**config.mk**
```make
export PLATFORM = sky130hd
export DESIGN_NAME = uart_bus_bridge
export DESIGN_NICKNAME = d
export VERILOG_FILES = /design/src/rtl/uart_bridge_pkg.sv /design/src/rtl/uart_bridge_timer.sv /design/src/rtl/uart_bus_bridge.sv
export SDC_FILE = /design/constraint.sdc
export NUM_CORES = 1
export LEC_CHECK = 0
export BUFFER_PORTS_ARGS = -buffer_cell sky130_fd_sc_hd__buf_2
export CAP_MARGIN = 20
export CORE_UTILIZATION = 35
export DETAILED_ROUTE_END_ITERATION = 8
export HOLD_SLACK_MARGIN = 0.12
export RECOVER_POWER = 50
export SLEW_MARGIN = 0
export SYNTH_ARGS = -nofsm -noshare
export SYNTH_HDL_FRONTEND = slang
export SYNTH_SLANG_ARGS = --single-unit
```
**constraint.sdc**
```tcl
create_clock -name clk -period 3.5 [get_ports clk]
set_input_delay 0.875 -clock clk [delete_from_list [all_inputs] [get_ports clk]]
set_output_delay 0.875 -clock clk [all_outputs]
set_load 0.02 [all_outputs]
```
**src/rtl/uart_bridge_pkg.sv**
```systemverilog
// Shared types and constants for the UART-to-bus bridge: FSM states,
// command bytes, response status codes and byte-lane helpers.
package uart_bridge_pkg;

    typedef enum logic [2:0] {
        S_IDLE,
        S_ADDR,
        S_WDATA,
        S_BUS,
        S_STATUS,
        S_RDATA
    } state_e;

    localparam logic [7:0] CMD_WRITE  = 8'h57;
    localparam logic [7:0] CMD_READ   = 8'h52;

    localparam logic [7:0] ST_OK      = 8'hA5;
    localparam logic [7:0] ST_BUSERR  = 8'hEE;
    localparam logic [7:0] ST_TIMEOUT = 8'hE0;

    function automatic logic [31:0] put_byte(input logic [31:0] word,
                                             input logic [1:0]  idx,
                                             input logic [7:0]  b);
        logic [31:0] w;
        w = word;
        w[{idx, 3'b000} +: 8] = b;
        return w;
    endfunction

    function automatic logic [7:0] get_byte(input logic [31:0] word,
                                            input logic [1:0]  idx);
        return word[{idx, 3'b000} +: 8];
    endfunction

endpackage

```
**src/rtl/uart_bridge_timer.sv**
```systemverilog
// Loadable saturating down-counter; expired is high while the count sits at zero.
module uart_bridge_timer #(
    parameter int Width = 8
) (
    input  logic             clk,
    input  logic             nReset,
    input  logic             load,
    input  logic [Width-1:0] load_val,
    input  logic             dec,
    output logic             expired
);

    logic [Width-1:0] count_q, count_d;

    // NOTE: every always_comb output gets a default first so no path leaves it unassigned (no latch).
    always_comb begin
        count_d = count_q;
        if (load) begin
            count_d = load_val;
        end else if (dec && (count_q != '0)) begin
            count_d = count_q - 1'b1;
        end
    end

    // NOTE: state registers use non-blocking assignments so all flops update together at the edge.
    always_ff @(posedge clk or negedge nReset) begin
        if (!nReset) begin
            count_q <= '0;
        end else begin
            count_q <= count_d;
        end
    end

    assign expired = (count_q == '0);

endmodule

```
**src/rtl/uart_bus_bridge.sv**
```systemverilog
// UART byte-stream bus initiator: parses W/R command frames, issues one 32-bit
// bus transaction per frame and streams back a status byte plus read data.
module uart_bus_bridge
    import uart_bridge_pkg::*;
#(
    parameter int IdleTimeout = 100000,
    parameter int BusTimeout  = 1024,
    parameter int AddrWidth   = 32
) (
    input  logic                 clk,
    input  logic                 nReset,
    input  logic [7:0]           rx_data,
    input  logic                 rx_done,
    input  logic                 rx_err,
    output logic [7:0]           tx_data,
    output logic                 tx_valid,
    input  logic                 tx_ready,
    output logic [AddrWidth-1:0] bus_addr,
    output logic                 bus_wen,
    output logic                 bus_ren,
    output logic [31:0]          bus_wdata,
    output logic [3:0]           bus_strobe,
    input  logic [31:0]          bus_rdata,
    input  logic                 bus_request_stall,
    input  logic                 bus_error,
    output logic                 busy
);

    localparam int IdleW = $clog2(IdleTimeout + 1);
    localparam int BusW  = $clog2(BusTimeout + 1);

    state_e      state_q, state_d;
    logic        is_write_q, is_write_d;
    logic [1:0]  idx_q, idx_d;
    logic [31:0] addr_q, addr_d;
    logic [31:0] wdata_q, wdata_d;
    logic [31:0] rdata_q, rdata_d;
    logic [7:0]  status_q, status_d;
    logic        req_q, req_d;

    logic idle_load, idle_dec, idle_expired;
    logic bus_load, bus_dec, bus_expired;
    logic rx_good;

    uart_bridge_timer #(.Width(IdleW)) u_idle_timer (
        .clk      (clk),
        .nReset   (nReset),
        .load     (idle_load),
        .load_val (IdleW'(IdleTimeout)),
        .dec      (idle_dec),
        .expired  (idle_expired)
    );

    // Loaded one short so the request is dropped after exactly BusTimeout stalled cycles.
    uart_bridge_timer #(.Width(BusW)) u_bus_timer (
        .clk      (clk),
        .nReset   (nReset),
        .load     (bus_load),
        .load_val (BusW'(BusTimeout - 1)),
        .dec      (bus_dec),
        .expired  (bus_expired)
    );

    assign rx_good = rx_done && !rx_err;

    always_comb begin
        state_d    = state_q;
        is_write_d = is_write_q;
        idx_d      = idx_q;
        addr_d     = addr_q;
        wdata_d    = wdata_q;
        rdata_d    = rdata_q;
        status_d   = status_q;
        req_d      = req_q;
        idle_load  = 1'b0;
        idle_dec   = 1'b0;
        bus_load   = 1'b0;
        bus_dec    = 1'b0;
        tx_valid   = 1'b0;
        tx_data    = 8'h00;

        unique case (state_q)
            S_IDLE: begin
                if (rx_good && (rx_data == CMD_WRITE || rx_data == CMD_READ)) begin
                    is_write_d = (rx_data == CMD_WRITE);
                    idx_d      = 2'd0;
                    idle_load  = 1'b1;
                    state_d    = S_ADDR;
                end
            end

            S_ADDR, S_WDATA: begin
                idle_dec = 1'b1;
                if (rx_done && rx_err) begin
                    idx_d   = 2'd0;
                    state_d = S_IDLE;
                end else if (rx_done) begin
                    idle_load = 1'b1;
                    idx_d     = idx_q + 2'd1;
                    if (state_q == S_ADDR) begin
                        addr_d = put_byte(addr_q, idx_q, rx_data);
                    end else begin
                        wdata_d = put_byte(wdata_q, idx_q, rx_data);
                    end
                    if (idx_q == 2'd3) begin
                        if (state_q == S_ADDR && is_write_q) begin
                            state_d = S_WDATA;
                        end else begin
                            req_d    = 1'b1;
                            bus_load = 1'b1;
                            state_d  = S_BUS;
                        end
                    end
                end else if (idle_expired) begin
                    idx_d   = 2'd0;
                    state_d = S_IDLE;
                end
            end

            S_BUS: begin
                bus_dec = bus_request_stall;
                if (!bus_request_stall) begin
                    rdata_d  = bus_rdata;
                    status_d = bus_error ? ST_BUSERR : ST_OK;
                    req_d    = 1'b0;
                    state_d  = S_STATUS;
                end else if (bus_expired) begin
                    status_d = ST_TIMEOUT;
                    req_d    = 1'b0;
                    state_d  = S_STATUS;
                end
            end

            S_STATUS: begin
                tx_valid = 1'b1;
                tx_data  = status_q;
                if (tx_ready) begin
                    idx_d   = 2'd0;
                    state_d = (!is_write_q && status_q == ST_OK) ? S_RDATA : S_IDLE;
                end
            end

            S_RDATA: begin
                tx_valid = 1'b1;
                tx_data  = get_byte(rdata_q, idx_q);
                if (tx_ready) begin
                    idx_d = idx_q + 2'd1;
                    if (idx_q == 2'd3) begin
                        state_d = S_IDLE;
                    end
                end
            end

            default: state_d = S_IDLE;
        endcase
    end

    always_ff @(posedge clk or negedge nReset) begin
        if (!nReset) begin
            state_q    <= S_IDLE;
            is_write_q <= 1'b0;
            idx_q      <= 2'd0;
            addr_q     <= '0;
            wdata_q    <= '0;
            rdata_q    <= '0;
            status_q   <= '0;
            req_q      <= 1'b0;
        end else begin
            state_q    <= state_d;
            is_write_q <= is_write_d;
            idx_q      <= idx_d;
            addr_q     <= addr_d;
            wdata_q    <= wdata_d;
            rdata_q    <= rdata_d;
            status_q   <= status_d;
            req_q      <= req_d;
        end
    end

    assign bus_addr   = addr_q[AddrWidth-1:0];
    assign bus_wdata  = wdata_q;
    assign bus_wen    = req_q && is_write_q;
    assign bus_ren    = req_q && !is_write_q;
    assign bus_strobe = 4'hF;
    assign busy       = (state_q != S_IDLE);

endmodule

```
* Word-level counts from Yosys, hierarchy flattened
Index checks and enable logic that the tools add are counted.
Word-level totals: register bits after elaboration 139, input bits 47, output and inout port bits 80, word-level logic and storage cells 122
Operators by class: $add $sub $neg 4, equality and inequality tests 21, shift operators 3, muxes and demuxes 49, bitwise gates (word level) 3, reductions and logical operators 32
Operator list (count):
- 32-bit bitwise mux | 2
- 17-bit 2-to-1 mux | 2
- 3-bit 2-to-1 mux | 11
- 8-bit by 7-bit variable shift with 32-bit output, first input constant | 1
- 32-bit by 6-bit indexed part select with 8-bit output | 1
- 8-bit by 7-bit indexed part select with 32-bit output | 1
- 11-bit 2-to-1 mux | 2
- 1-bit 2-to-1 mux | 18
- 17-bit logical NOT | 1
- 17-bit nonzero test | 1
- 17-bit by 1-bit subtractor with 17-bit output, second input constant | 1
- 8-bit by 7-bit == test with 1-bit output, second input constant | 2
- 8-bit 2-to-1 mux | 2
- 2-bit inequality test, second input constant | 8
- 8-bit one-hot mux with 2 select lines | 1
- 3-bit one-hot mux with 5 select lines | 1
- 2-bit 2-to-1 mux | 6
- 11-bit logical NOT | 1
- 11-bit nonzero test | 1
- 11-bit by 1-bit subtractor with 11-bit output, second input constant | 1
- 1-bit logical AND | 9
- 8-bit == test, second input constant | 1
- 4-bit inequality test, second input constant | 2
- 2-bit one-hot mux with 4 select lines | 1
- 23 further kinds | 35

* Depth between registers and ports, before layout
word-level depth 8, mapped depth 8, mapped depth without buffers 7

* By module
From an unflattened synthesis, not the netlist that was laid out.
Second synthesis, totals: cells, all modules 581, area, all modules 6799.0 µm²
By module, submodules not included:
- uart_bus_bridge | times used 1, cells each 372, area each 4959.8 µm², seq. area each 2702.6 µm²
- uart_bridge_timer (u_idle_timer) | times used 1, cells each 134, area each 1132.3 µm², seq. area each 425.4 µm²
- uart_bridge_timer (u_bus_timer) | times used 1, cells each 75, area each 706.9 µm², seq. area each 275.3 µm²

* Worst setup path after synthesis
Ideal clock, no wire load.
path kind register to output, from reg idx_q[0], to out tx_data[4], data arrival time 1655 ps, data required time 2625 ps, path slack 970 ps, stages on the path, launching flop included 4, path buffers 1, cell sequence dfrtp_1 > clkbuf_1 > mux4_2 > and3_1
On the way: longest elaborated chain between the ends 2
Ends and longest elaborated chain:
- start: declaration | RTL line uart_bus_bridge.sv:34 | logic [1:0] idx_q, idx_d;
- start signal: assignment | RTL line uart_bus_bridge.sv:171 | idx_q <= idx_d;
- 32-bit by 6-bit indexed part select with 8-bit output | RTL line uart_bridge_pkg.sv:32 | return word[{idx, 3'b000} +: 8];
- 8-bit one-hot mux with 2 select lines | RTL line uart_bus_bridge.sv:82 | unique case (state_q)
- end: declaration | RTL line uart_bus_bridge.sv:15 | output logic [7:0] tx_data,
Every way passes these cells.

* Final worst setup path
from reg idx_q[0], to out tx_data[2]
The elaborated chain is that of the path after synthesis.

==> metrics.cfg <==
[placement]
gp_congestion=0.841
dp_hpwl_microns=10900
io_buffers=122
pre_cts_ws_ps=702
dp.cells=884

[sta]
fin_crit_sh_pct=88.1
slew_viol_final=86
rsz0062_at_grt=false
setup_slack_ps=416
fin_worst_skew_ps=8.84
finalSetupTns_ps=0
worstMarginPinSlew_ps=2060
relSlewSlack_pct=-37.4
hold_violations=0
setup-violations-final=0
period_needed_ps=3080
max_freq_mhz=324

[drt]
vias=4641
ant_nets=0
drc=0
wl_microns=15200
via_per_inst=5.07
first_pass_iters=5
wl_per_cell_microns=16.6
drt_first_iter_violations=278

[outcome]
outcome=finished with violations
violations=capacitance limit, slew limit

[power]
pwr-share-comb_pct=30.1
ir_drop_mv=0.411
seqPwrFrac_pct=39.7
power_frac_clock_pct=30.2
internal-power_mw=4.08
powerDensity_nw_per_um2=786
swShare_pct=33.4
leakage_nw=3.63
power.switching_mw=2.05

[floorplanning]
io_pins=127
num_rows=49
die_height_microns=137
start_util_pct=35.6
fp.dieW_microns=137
dieArea_sq_um=18800
core-area_sq_um=18000

[clock_tree]
h-tree-depth=4
postCtsResizedCells=0
clkTransAtPathRegs_ps=50
numCtsBuffers=17
post_cts_buffers=0
cts_root_buffer=clkbuf_16
cts_buffer_depth=2
postCtsHoldBufs=0
clock-sinks=136
clk_latency_ps=420
cts_tree=done

[synthesis]
synth_compound_gate_area_share_pct=6.32
syn_avg_cell_area_sq_um=11.7
yosysWarningCount=0
synth-xor-area-share_pct=2.33
yosys_register_bits=136
synth-seq-area-share_pct=53.2
ys.flop_type=dfrtp_1
synthMuxAreaShare_pct=18.1
async_reset_ff_share_pct=100
netlist_area_sq_um=6400
synth_top_family_by_area=multiplexers
synth_edf_count=0
netlist_instances=548
ys_types=54
synth-adder-area-share_pct=1.56
synthSimpleGateAreaFrac_pct=15.2

[worst_hold_path]
hold_class=in2async

[global_route]
antenna_found_initial=2
grt_start_max_net_pins=86
grt_pass1_wl_microns=25100
grt_usage_pct=17.6
overflow=0
grt_pass1_vias=4845

[final_layout]
syn_to_final_growth_pct=21.8
seq_area_sq_um=3400
drive_above_1_share_pct=31.9
final_util_pct=43.4
multi_input_area_sq_um=2810
layout.cells.non_filler=916
fin_nets=729
fillCellCount=1719

[setup_path]
arrival_ps=2210
startpoint_type=flip-flop
cp-end-kind=output pin
r2r_end=bus_wdata[0]
cp_max_fo=13
r2r_cells=5
startpoint=idx_q[0]
cp-endpoint=tx_data[2]
r2r_setup_slack_ps=780
worst-setup-path-type=reg2out
r2r_start=idx_q[0]
cp_data_required_time_ps=2620

[run]
cap_viol_max_count=1

[layer usage]
metal	share of wire [%]	global-route usage, %
met1	44	21.8
met2	48	28.9
met3	5.5	4.60
met4	2.3	7.94
met5	0	0
[power groups by stage]
stage / clock [mW] / combinational, mW / sequential (mW)
after CTS: 1.89 / 1.89 / 2.43
final: 1.85 / 1.84 / 2.43
after detailed placement: 0 / 1.87 / 2.45
after floorplan: 0 / 1.36 / 2.41
after global placement: 0 / 1.82 / 2.42
after global routing: 1.96 / 2.03 / 2.50
[layout make-up]
| class | count | share of cell area [%] |
|---|---|---|
| Antenna cell | 1 | 0.0321 |
| Timing Repair Buffer | 128 | 7.74 |
| Sequential cell | 136 | 43.7 |
| Clock buffer | 23 | 6.39 |
| Multi-Input combinational cell | 373 | 36.1 |
| Inverter | 18 | 0.867 |
| Tap cell | 229 | 3.68 |
| Clock inverter | 8 | 1.51 |
[synthesized netlist by cell type, types with 4 or more instances]
master,instances,share of area (%)
ha_1,8,1.6
mux2i_1,6,0.94
inv_1,18,1.1
nor3_1,11,0.86
buf_4,4,0.47
nand3_1,22,1.7
nor4_1,9,0.88
mux2_2,80,14
mux4_2,8,2.8
and2_1,26,2.5
nand2b_1,9,0.88
nor2_1,34,2.0
xnor2_1,7,0.96
dfrtp_1,136,53
clkbuf_1,14,0.82
xor2_1,10,1.4
or3_1,6,0.59
or4_1,7,0.82
o21ai_0,26,2.0
a21oi_1,13,1.0
a21o_1,5,0.59
nand2_1,43,2.5
nand4_1,4,0.39
[stage by stage]
stage	area [sq um]	hold WS, ps	power [mW]
final	7790	364	6.12
after global routing	7790	397	6.49
after CTS	7860	262	6.21
after detailed placement	7240	460	4.32
after global placement	7240	453	4.24
after floorplan	6410	436	3.76
[cells by family after synthesis]
kind of cell	count (synthesis)
AND/OR/NAND/NOR	186
flip-flops	136
multiplexers	95
AO/OA/AOI/OAI	63
buffers and inverters	42
XOR/XNOR	17
adder cells (fa/ha/maj)	8
other	1
[layout by cell type, fill, tap and decap left out, drive strengths merged, types with 2 or more instances in the layout]
cell and instances:
a21o 5, a21oi 14, and2 26, and3 2, buf 88, bufinv 3
clkbuf 63, clkinv 4, conb 4, dfrtp 136, ha 8, inv 18
mux2 81, mux2i 6, mux4 8, nand2 43, nand2b 9, nand3 22
nand4 5, nor2 34, nor3 11, nor3b 3, nor4 9, o211ai 3
o21ai 26, o31a 2, o31ai 3, or3 6, or4 8, xnor2 7
xor2 10
[critical path: stages, from the launching register on]
cell     delay [ps]
dfrtp_1         820
mux4_2          580
mux2i_1         140
nor2_1           60
buf_2           180
[state kept, by name, indices dropped and copies added, names as in the netlist]
| register | count |
|---|---|
| bus_addr | 32 |
| bus_wdata | 32 |
| idx_q | 2 |
| is_write_q | 1 |
| rdata_q | 32 |
| req_q | 1 |
| state_q | 3 |
| status_q | 5 |
| u_bus_timer.count_q | 11 |
| u_idle_timer.count_q | 17 |
[how the worst min path moves through the flow]
stage	end	slack (ps)	cells after the start
2_1_floorplan	status_q[5]	440	1
4_1_cts	rdata_q[24]	260	1
3_5_place_dp	status_q[5]	460	1
3_3_place_gp	status_q[5]	450	1
5_1_grt	rdata_q[2]	400	1
6_report	rdata_q[24]	360	1
(Power assumes the default switching activity.)
